<file path="src/rtl/multi_channel_watchdog_if.sv">
// Control and status bundle between software-facing logic and the watchdog.
interface multi_channel_watchdog_if #(
    parameter int N_CH = 4
);
    logic [N_CH-1:0] enable;
    logic [N_CH-1:0] heartbeat;
    logic            force_reset;
    logic [N_CH-1:0] clear_trip;
    logic [N_CH-1:0] warning;
    logic [N_CH-1:0] triggered;
    logic            any_triggered;
    logic            sys_reset_req;

    modport master (
        output enable, heartbeat, force_reset, clear_trip,
        input  warning, triggered, any_triggered, sys_reset_req
    );

    modport slave (
        input  enable, heartbeat, force_reset, clear_trip,
        output warning, triggered, any_triggered, sys_reset_req
    );
endinterface

</file>
<file path="src/rtl/multi_channel_watchdog.sv">
// N-channel watchdog with per-channel warning/trip and a shared reset request.
// Define WDT_WINDOW_EN to trip on kicks arriving earlier than WIN_MIN_CYCLES.
module multi_channel_watchdog #(
    parameter int N_CH           = 4,
    parameter int CNT_W          = 32,
    parameter int TIMEOUT_CYCLES = 50_000_000,
    parameter int WARN_CYCLES    = 37_500_000,
    parameter int WIN_MIN_CYCLES = 1_000
) (
    input logic                   clk,
    input logic                   rst,
    multi_channel_watchdog_if.slave bus
);
    typedef enum logic [1:0] {IDLE, RUN, WARN, TRIP} state_t;

    localparam logic [CNT_W-1:0] WARN_LAST = CNT_W'(WARN_CYCLES - 1);
    localparam logic [CNT_W-1:0] TO_LAST   = CNT_W'(TIMEOUT_CYCLES - 1);

    if (N_CH < 1 || N_CH > 16 || WARN_CYCLES <= 0 ||
        WARN_CYCLES >= TIMEOUT_CYCLES ||
        WIN_MIN_CYCLES >= WARN_CYCLES) begin : g_bad_cfg
        $error("multi_channel_watchdog: illegal parameters");
    end

    logic [N_CH-1:0] hb_q;
    logic [N_CH-1:0] hb_edge;
    logic [N_CH-1:0] go_trip;
    logic [N_CH-1:0] warn_v;
    logic [N_CH-1:0] trip_v;
    logic            req_q;

    assign hb_edge = bus.heartbeat & ~hb_q;

    always_ff @(posedge clk or posedge rst) begin
        if (rst) begin
            hb_q  <= '0;
            req_q <= 1'b0;
        end else begin
            hb_q  <= bus.heartbeat;
            req_q <= |go_trip;
        end
    end

    for (genvar i = 0; i < N_CH; i++) begin : g_ch
        state_t           state;
        logic [CNT_W-1:0] cnt;
        logic             warn_q;
        logic             trip_q;
        logic             en;
        logic             hb;
        logic             forced;
        logic             live;
        logic             leave_trip;
        logic             early;

        assign en         = bus.enable[i];
        assign hb         = hb_edge[i];
        assign forced     = bus.force_reset & en;
        assign live       = ((state == RUN) || (state == WARN)) & en;
        assign leave_trip = (state == TRIP) & bus.clear_trip[i] & ~forced;

`ifdef WDT_WINDOW_EN
        localparam logic [CNT_W-1:0] WIN_MIN = CNT_W'(WIN_MIN_CYCLES);
        logic exempt;

        // First kick after (re)starting may land at any time.
        always_ff @(posedge clk or posedge rst) begin
            if (rst)
                exempt <= 1'b0;
            else if (((state == IDLE) & en) | leave_trip)
                exempt <= 1'b1;
            else if (hb)
                exempt <= 1'b0;
        end

        assign early = (state == RUN) & hb & ~exempt & (cnt < WIN_MIN);
`else
        assign early = 1'b0;
`endif

        // A kick landing on the timeout cycle reloads instead of tripping.
        assign go_trip[i] = (state != TRIP) &
                            (forced | (live & (early | (~hb & (cnt == TO_LAST)))));

        always_ff @(posedge clk or posedge rst) begin
            if (rst) begin
                state  <= IDLE;
                cnt    <= '0;
                warn_q <= 1'b0;
                trip_q <= 1'b0;
            end else if (go_trip[i]) begin
                state  <= TRIP;
                warn_q <= 1'b0;
                trip_q <= 1'b1;
            end else begin
                unique case (state)
                    IDLE: begin
                        if (en) state <= RUN;
                    end
                    RUN, WARN: begin
                        if (!en) begin
                            state  <= IDLE;
                            cnt    <= '0;
                            warn_q <= 1'b0;
                        end else if (hb) begin
                            state  <= RUN;
                            cnt    <= '0;
                            warn_q <= 1'b0;
                        end else begin
                            cnt <= cnt + 1'b1;
                            if (cnt == WARN_LAST) begin
                                state  <= WARN;
                                warn_q <= 1'b1;
                            end
                        end
                    end
                    TRIP: begin
                        if (leave_trip) begin
                            state  <= en ? RUN : IDLE;
                            cnt    <= '0;
                            trip_q <= 1'b0;
                        end
                    end
                    default: state <= IDLE;
                endcase
            end
        end

        assign warn_v[i] = warn_q;
        assign trip_v[i] = trip_q;
    end

    assign bus.warning       = warn_v;
    assign bus.triggered     = trip_v;
    assign bus.any_triggered = |trip_v;
    assign bus.sys_reset_req = req_q;
endmodule

</file>
<file path="src/flat_wrapper.sv">
// flat-port wrapper written by rule: the top's interface ports become plain ports
module multi_channel_watchdog_flat 
#(
    parameter int N_CH           = 4,
    parameter int CNT_W          = 32,
    parameter int TIMEOUT_CYCLES = 50_000_000,
    parameter int WARN_CYCLES    = 37_500_000,
    parameter int WIN_MIN_CYCLES = 1_000
)
  (clk, rst, bus_enable, bus_heartbeat, bus_force_reset, bus_clear_trip, bus_warning, bus_triggered, bus_any_triggered, bus_sys_reset_req);
  multi_channel_watchdog_if #(.N_CH(N_CH)) bus_i ();
  input logic clk;
  input logic rst;
  input wire logic [$bits(bus_i.enable)-1:0] bus_enable;
  input wire logic [$bits(bus_i.heartbeat)-1:0] bus_heartbeat;
  input wire logic [$bits(bus_i.force_reset)-1:0] bus_force_reset;
  input wire logic [$bits(bus_i.clear_trip)-1:0] bus_clear_trip;
  output wire logic [$bits(bus_i.warning)-1:0] bus_warning;
  output wire logic [$bits(bus_i.triggered)-1:0] bus_triggered;
  output wire logic [$bits(bus_i.any_triggered)-1:0] bus_any_triggered;
  output wire logic [$bits(bus_i.sys_reset_req)-1:0] bus_sys_reset_req;
  assign bus_i.enable = bus_enable;
  assign bus_i.heartbeat = bus_heartbeat;
  assign bus_i.force_reset = bus_force_reset;
  assign bus_i.clear_trip = bus_clear_trip;
  assign bus_warning = bus_i.warning;
  assign bus_triggered = bus_i.triggered;
  assign bus_any_triggered = bus_i.any_triggered;
  assign bus_sys_reset_req = bus_i.sys_reset_req;
  multi_channel_watchdog #(.N_CH(N_CH), .CNT_W(CNT_W), .TIMEOUT_CYCLES(TIMEOUT_CYCLES), .WARN_CYCLES(WARN_CYCLES), .WIN_MIN_CYCLES(WIN_MIN_CYCLES)) u_core (.clk(clk), .rst(rst), .bus(bus_i));
endmodule
</file>
<file path="config.mk">
export PLATFORM = sky130hd
export DESIGN_NAME = multi_channel_watchdog_flat
export DESIGN_NICKNAME = d
export VERILOG_FILES = /design/src/rtl/multi_channel_watchdog_if.sv /design/src/rtl/multi_channel_watchdog.sv /design/src/flat_wrapper.sv
export SDC_FILE = /design/constraint.sdc
export NUM_CORES = 1
export LEC_CHECK = 0
export CAP_MARGIN = 0
export CELL_PAD_IN_SITES_DETAIL_PLACEMENT = 0
export CELL_PAD_IN_SITES_GLOBAL_PLACEMENT = 1
export CORE_UTILIZATION = 43
export CTS_CLUSTER_SIZE = 25
export DETAILED_ROUTE_END_ITERATION = 7
export PLACE_DENSITY = 0.81
export SETUP_SLACK_MARGIN = 0.02
export SYNTH_ARGS = -nofsm -noshare
export SYNTH_HDL_FRONTEND = slang
export SYNTH_SLANG_ARGS = --single-unit
</file>
<file path="constraint.sdc">
create_clock -name clk -period 5.2 [get_ports clk]
set_input_delay 1.56 -clock clk [delete_from_list [all_inputs] [get_ports clk]]
set_output_delay 1.56 -clock clk [all_outputs]
set_load 0.005 [all_outputs]
</file>
[After elaboration in Yosys (flattened, before gate mapping)]
Index checks and enable logic that the tools add are counted.
W data, S select, Z words.
Operators by class
  shift operators: 0
  multiplexer cells: 80
  reductions and logical operators: 46
  $add $sub $neg: 4
  magnitude comparators: 0
  div/mod/pow operators: 0
  equality and inequality tests: 44
  multiply operators: 0
  bitwise logic cells: 46
Operator list (number)
  $mux W32: 12
  $eq A32 B26 Y1 const B: 8
  $pmux W32 S2: 4
  $add A32 B1 Y32 const B: 4
  $mux W2: 24
  $mux W1: 36
  $reduce_bool A2 Y1: 16
  $and A1 B1 Y1: 28
  $pmux W2 S3: 4
  $reduce_and A3 Y1: 8
  $ne A5 B2 Y1 const B: 4
  $eq A2 B2 Y1 const B: 8
  $ne A4 B1 Y1 const B: 4
  $reduce_and A2 Y1: 8
  $ne A3 B1 Y1 const B: 4
  $ne A3 B2 Y1 const B: 4
  $not A1 Y1: 12
  $eq A2 B1 Y1 const B: 4
  $logic_not A2 Y1: 4
  $ne A2 B1 Y1 const B: 4
  $ne A2 B2 Y1 const B: 4
  $reduce_or A2 Y1: 4
  $reduce_or A4 Y1: 2
  $and A4 B4 Y4: 1
  other kinds (3): 9
Word-level totals
  bits in writable memories: 0
  register bits after elaboration: 149
  memories: 0
  bits in read-only memories: 0
  input bits: 15
  output and inout port bits: 10
  logic and storage cells: 238
  latch bits: 0

[Longest topological paths before layout]
Gate-level depths: netlist of run 1.
  word-level depth: 9
  gate-level depth with buffers: 9
  mapped depth without buffers: 8

[Least setup slack after synthesis of run 1]
OpenSTA, ideal clock, no wires.
  path type: input-to-reg
  start: input port bus_force_reset
  end: register u_core.g_ch[2].cnt[28]
  required time: 5.068 ns
  setup slack: 2.007 ns
  library setup time: 0.132 ns
  buffers on the path: 1
  cell stages on the path: 7
  data arrival time: 3.061 ns
  cell sequence: and2_1 > or3_1 > clkbuf_1 > nor4_1 > nand4_1 > xor2_1 > nor2_1
On the way
  longest elaborated chain between the ends: 5
  elaborated cells between the ends (all ways): 8
  classes of those cells: eq/ne: 1; bitwise: 6; reduce/logical: 1
Ends and longest elaborated chain
  from (decl): line flat_wrapper.sv:16  | input wire logic [$bits(bus_i.force_reset)-1:0] bus_force_reset;
  $and A1 B1 Y1 (*): line multi_channel_watchdog.sv:58  | assign forced = bus.force_reset & en;
  $not A1 Y1 or $or A1 B1 Y1 (tied branches): line multi_channel_watchdog.sv:60, multi_channel_watchdog.sv:83
  $and A1 B1 Y1, on equally long branches: line multi_channel_watchdog.sv:60, multi_channel_watchdog.sv:82
  $ne A2 B1 Y1 (no line) or $not A1 Y1 (tied branches)
  $reduce_and A3 Y1 (no line) (*)
  to (signal assigned): line multi_channel_watchdog.sv:110  | cnt <= cnt + 1'b1;
  to (decl): line multi_channel_watchdog.sv:46  | logic [CNT_W-1:0] cnt;
Mark *: on every way between the ends. The rest lies on a longest branch, timed or not.
A chain may end at the register's enable or synchronous reset.

[Final worst setup path of run 1]
  start: input port bus_enable[3]
  end: register u_core.g_ch[3].cnt[13]
On the way
  longest elaborated chain between the ends: 6
  elaborated cells between the ends (all ways): 12
  classes of those cells: eq/ne: 1; mux: 2; bitwise: 8; reduce/logical: 1
Ends and longest elaborated chain
  from (decl): line flat_wrapper.sv:14  | input wire logic [$bits(bus_i.enable)-1:0] bus_enable;
  $and A1 B1 Y1: line multi_channel_watchdog.sv:59  | assign live = ((state == RUN) || (state == WARN)) & en;
  $and A1 B1 Y1: line multi_channel_watchdog.sv:83  | (forced | (live & (early | (~hb & (cnt == TO_LAST)))));
  $or A1 B1 Y1: line multi_channel_watchdog.sv:83
  $and A1 B1 Y1: line multi_channel_watchdog.sv:82  | assign go_trip[i] = (state != TRIP) &
  $not A1 Y1 (no line)
  $reduce_and A3 Y1 (no line)
  to (signal assigned): line multi_channel_watchdog.sv:110
  to (decl): line multi_channel_watchdog.sv:46
Parallel ways exist; a longest one is shown, timed or not.

==> flow_summary.yaml, run 1 <==
layout:
  fin_util_pct: 50.3
  diodes: 0
  area_growth_pct: 12.8
  drive_gt1_share_pct: 6.29
  fin_cells: 1262
  nNetsFinal: 1023
  fillerInstances: 1850
  multi_input_area_um2: 4470
  regArea_um2: 3730
detailed_routing:
  drc: 0
  wirelength_um: 20100
  via_count: 7192
  drtAntennaViolNets: 0
  wl_per_cell_um: 15.9
  drt_iter0_markers: 529
  viasPerCell: 5.70
  first_pass_iters: 5
timing:
  final-max-slew-violation-count: 0
  fin_setup_tns_ns: 0
  fmax_mhz: 261
  setup-violations-final: 0
  skew_ns: 0.0116
  rsz0062_at_grt: "no"
  maxSlewHeadroom_pct: 43.0
  hold_viol: 0
  worst_slack_ns: 1.38
  fin_crit_ns: 3.82
  worst_pin_slew_ns: 0.854
  post-route-period-util_pct: 73.6
  hold_slack_ns: 0.507
run_status:
  status: "complete, no violations"
synthesis:
  yosysSeqAreaShare_pct: 44.0
  netlist_top_cells_area: "dfrtp_1, o21ai_0, nor2_1"
  synth_top_area_share_pct: 44.0
  async_reset_ff_share_pct: 100
  netlist_top_cells_count: "dfrtp_1, nor2_1, o21ai_0"
  synth_seq_cells: 149
  synth_edf_count: 0
  synthDistinctLibCells: 62
  syn_area_um2: 8480
  avgSynthCellArea_um2: 8.71
  yosys.area.top_type: "dfrtp_1"
  yosysMostFrequentCell: "dfrtp_1"
  syn_nets: 1004
  ys.warnings.count: 0
  synth_cells: 973
  synthFlopType: "dfrtp_1"
clocking:
  cts_hold_buf: 0
  post_cts.repair.setup_buffers: 0
  cts_tree: "built"
  cts-root-buf: "clkbuf_16"
  clock_path_buffers: 2
  cts.sinks: 149
  clk_latency_ns: 0.43
  cts_resized: 0
  h-tree-depth: 4
  clk_pin_slew_ns: 0.06
  cts_inserted_buffers: 17
grt:
  antenna_found_initial: 0
  grt_max_degree: 65
  grt_pass1_wl_um: 34200
  grt_overflow_total: 0
  track_usage_pct: 21.3
  grt_pass1_vias: 6842
placed_design:
  dp_hpwl_um: 13900
  portBuffers: 24
  placed_cells: 1233
  finalWeightedCongestion: 0.852
  dp_slack_ns: 0.945
power:
  ir_drop_mv: 0.230
  power-per-cell-area_nw_per_um2: 356
  p_leak_uw: 0.00392
run:
  maxCapViolCount: 0
setup_path:
  rrSetupSlack_ns: 2.32
  critPathKind: "primary input to flop"
  critPathLaunchType: "primary input"
  arrival_ns: 4.15
  crit_required_ns: 5.52
  critical_path.endpoint_type: "flop"
  cp_max_fo: 12
die:
  ios: 25
  coreArea_um2: 19000
  die_w_um: 142
  rows: 50
  die_area_um2: 20300
  die_h_um: 142
  initial_core_util_pct: 44.6
worst_hold_path:
  hold_class: "flop to flop"
[layout make-up]
| type | instances | area share, % |
|---|---|---|
| multi-input cells | 763 | 46.8 |
| repair buffers | 36 | 3.59 |
| inverters | 25 | 1.02 |
| clock buffers | 21 | 4.92 |
| clock inverters | 8 | 1.32 |
| flip-flops and latches | 149 | 39.0 |
| well taps | 260 | 3.40 |
[critical path, cell delays in order]
cell,delay [ns]
clkdlybuf4s50_1,0.53
nand2_1,0.20
o21ai_0,0.11
nor2_1,0.33
or2b_2,0.34
nand2b_1,0.41
buf_4,0.33
o41ai_1,0.33
[worst paths after layout]
check                                             start  cells past startpoint                endpoint
max in group asynchronous                           rst                      3          u_core.hb_q[0]
worst max-delay path                      bus_enable[3]                      8  u_core.g_ch[3].cnt[13]
min in group asynchronous                           rst                      2   u_core.g_ch[1].trip_q
worst min-delay path             u_core.g_ch[3].cnt[25]                      1  u_core.g_ch[3].cnt[25]
worst min register to register   u_core.g_ch[3].cnt[25]                      1  u_core.g_ch[3].cnt[25]
worst max register to register  u_core.g_ch[3].state[0]                      8   u_core.g_ch[3].cnt[2]
[registers in the layout (all words and copies together) (netlist names)]
signal,flops
u_core.bus.sys_reset_req,1
u_core.g_ch.warn_q,4
u_core.g_ch.state,8
u_core.g_ch.trip_q,4
u_core.g_ch.cnt,128
u_core.hb_q,4
[placed cells by master (no fill, tap or decap), drive strengths merged, types with 12 or more instances in the layout]
cell | netlist | routed
a21oi | 33 | 33
and2 | 15 | 15
and3 | 34 | 34
buf | 14 | 12
clkbuf | 22 | 21
clkdlybuf4s50 | 0 | 24
dfrtp | 149 | 149
ha | 16 | 16
inv | 25 | 24
nand2 | 89 | 89
nand2b | 14 | 14
nand3 | 67 | 67
nand4 | 33 | 33
nor2 | 119 | 119
nor3 | 27 | 27
nor4 | 21 | 21
o21ai | 96 | 96
o31ai | 33 | 33
o41ai | 12 | 12
xnor2 | 27 | 27
xor2 | 24 | 24
[power by group]
part	total [uW]	internal [uW]	switching (uW)	leakage [uW]
logic	824	282	541	0.00161
registers	1310	1240	75.4	0.00203
clock network	1270	785	483	0.000283
total	3400	2300	1100	0.00392
[routing by layer]
metal	wire length [um]	vias up	GRT usage (%)
li1	-	3579	-
met1	9940	3471	29.8
met2	9190	116	32.9
met3	656	26	4.58
met4	310	0	6.40
met5	0	-	0
[logic make-up (layout without fill, tap and decap cells)]
kind of cell	after synthesis	count (layout)	synth area share [%]
AOI/OAI and AO/OA	215	215	15.5
xor gates and xnor gates	51	51	5.27
adders and majority gates	16	16	2.36
buffers and inverters	61	90	3.31
DFF	149	149	44.0
muxes	1	1	0.118
and+or+nand+nor	480	480	29.5
[metrics by stage]
| step | total power [uW] | instance area, um^2 |
|---|---|---|
| 2_1_floorplan | 1910 | 8480 |
| 3_3_place_gp | 2150 | 8960 |
| 3_5_place_dp | 2150 | 8960 |
| 4_1_cts | 3430 | 9560 |
| 5_1_grt | 3600 | 9560 |
| 6_report | 3400 | 9560 |
Power figures use the tool's default switching activity.
==> run 2: changes to the inputs <==
CORE_UTILIZATION = 45   (was 43)
clock period = 3.65 ns   (was 5.2 ns; I/O delays follow)
==> flow_summary.yaml, run 2 (synthesized netlist as in run 1, its figures left out) <==
run_status:
  status: "complete, no violations"
grt:
  grt_pass1_vias: 7065
  antenna_found_initial: 0
  grt_pass1_wl_um: 35800
  grt_max_degree: 32
  grt_overflow_total: 0
  track_usage_pct: 22.8
clocking:
  cts_resized: 0
  cts.sinks: 149
  clk_pin_slew_ns: 0.06
  cts_inserted_buffers: 17
  cts_tree: "built"
  cts_hold_buf: 0
  h-tree-depth: 4
  cts-root-buf: "clkbuf_16"
  clk_latency_ns: 0.43
  clock_path_buffers: 2
  post_cts.repair.setup_buffers: 0
setup_path:
  arrival_ns: 1.85
  path_cells: "or4_1, clkdlybuf4s50_1"
  critPathMaxStageDelay_ns: 0.54
  rr_startpoint: "u_core.g_ch[1].cnt[8]"
  crit_path_start: "u_core.g_ch[3].trip_q"
  crit_required_ns: 2.55
  critPathKind: "flop to output port"
  cp_max_fo: 3
  critical_path.endpoint_type: "output port"
  critPathLaunchType: "flop"
  cp_slowest_cell: "or4_1"
detailed_routing:
  viasPerCell: 5.86
  drt_iter0_markers: 391
  drtAntennaViolNets: 0
  drc: 0
  first_pass_iters: 5
  wl_per_cell_um: 16.8
  wirelength_um: 21000
  via_count: 7339
layout:
  most-common-layout-cells: "dfrtp_1, nor2_1, o21ai_0"
  area_growth_pct: 14.2
  fillerInstances: 1700
  largest_reg_flops: 128
  reg.largest.list: "u_core.g_ch.cnt x128, u_core.g_ch.state x8"
  fin_area_um2: 9690
  fin_cells: 1253
  regMostFlops: "u_core.g_ch.cnt"
  multi_input_area_um2: 4470
  regArea_um2: 3730
  drive_gt1_share_pct: 8.20
  final_common_cell: "dfrtp_1"
  nNetsFinal: 1043
  diodes: 0
worst_hold_path:
  hold_class: "flop to flop"
  hp-start: "u_core.g_ch[2].trip_q"
timing:
  fmax_mhz: 340
  worst_pin_slew_ns: 0.693
  fin_crit_ns: 2.94
  skew_ns: 0.0104
  post-route-period-util_pct: 80.6
  rsz0062_at_grt: "no"
  final-max-slew-violation-count: 0
  maxSlewHeadroom_pct: 53.4
  setup-violations-final: 0
  fin_setup_tns_ns: 0
  hold_viol: 0
placed_design:
  placed_cells: 1222
  finalWeightedCongestion: 0.875
  post_dp_cell_area_um2: 9080
  dp_hpwl_um: 14700
  portBuffers: 24
die:
  ios: 25
  die_h_um: 139
  rows: 49
  die_area_um2: 19400
  die_w_um: 139
  coreArea_um2: 18200
  initial_core_util_pct: 46.6
power:
  fin_total_pwr_uw: 4950
  power-per-cell-area_nw_per_um2: 511
  ir_drop_mv: 0.361
  p_leak_uw: 0.00404
run:
  maxCapViolCount: 0
-- run 2: cell types whose count changed in the layout (fill, tap and decap cells not counted), sizes merged --
cell | before | now
clkinvlp | 4 | 1
clkbuf | 21 | 23
buf | 12 | 32
clkinv | 2 | 5
-- run 2: worst max-delay path, delay by kind of cell, from the launching register on --
family | cells | cell delay, ns
simple gates | 1 | 0.54
buf+inv | 1 | 0.45
flops | 1 | 0.43
-- run 2: final cells by class --
class / instances / share of cell area [%]
Clock buffer: 23 / 5.04
Clock inverter: 8 / 1.27
Inverter: 25 / 1.01
Multi-Input combinational cell: 763 / 46.2
Sequential cell: 149 / 38.5
Tap cell: 229 / 2.96
Timing Repair Buffer: 56 / 5.09
-- run 2: power by group --
part	total [uW]	switching, uW	leakage [uW]	internal (uW)
clock	1820	680	0.000303	1140
sequential	1870	112	0.00203	1760
combinational	1260	787	0.00171	471
-- run 2: worst paths after layout --
check | end | slack, ns | cells past startpoint
setup / recovery | bus_any_triggered | 0.71 | 2
hold / removal | u_core.g_ch[2].trip_q | 0.51 | 2
setup reg to reg | u_core.g_ch[1].cnt[30] | 1.15 | 7
hold reg to reg | u_core.g_ch[2].trip_q | 0.51 | 2
max in group asynchronous | u_core.g_ch[2].cnt[31] | 1.82 | 3
min in group asynchronous | u_core.g_ch[0].cnt[10] | 1.08 | 2
-- run 2: metal layers --
layer / global-route usage (%) / part of all wire, % / vias up / wire [um]
met3: 4.58 / 3.5 / 21 / 738
met4: 6.78 / 1.6 / 0 / 327
met5: 0 / 0 / - / 0
met1: 31.9 / 49 / 3565 / 10300
met2: 35.5 / 46 / 129 / 9660
li1: - / - / 3624 / -
-- run 2: metrics by stage --
stage	util [%]	worst slack [ns]	hold slack, ns
2_1_floorplan	-	0.680	0.457
3_3_place_gp	49.8	0.321	0.490
3_5_place_dp	49.8	0.347	0.498
4_1_cts	53.2	0.689	0.513
6_report	53.2	0.709	0.507
5_1_grt	53.2	0.610	0.539
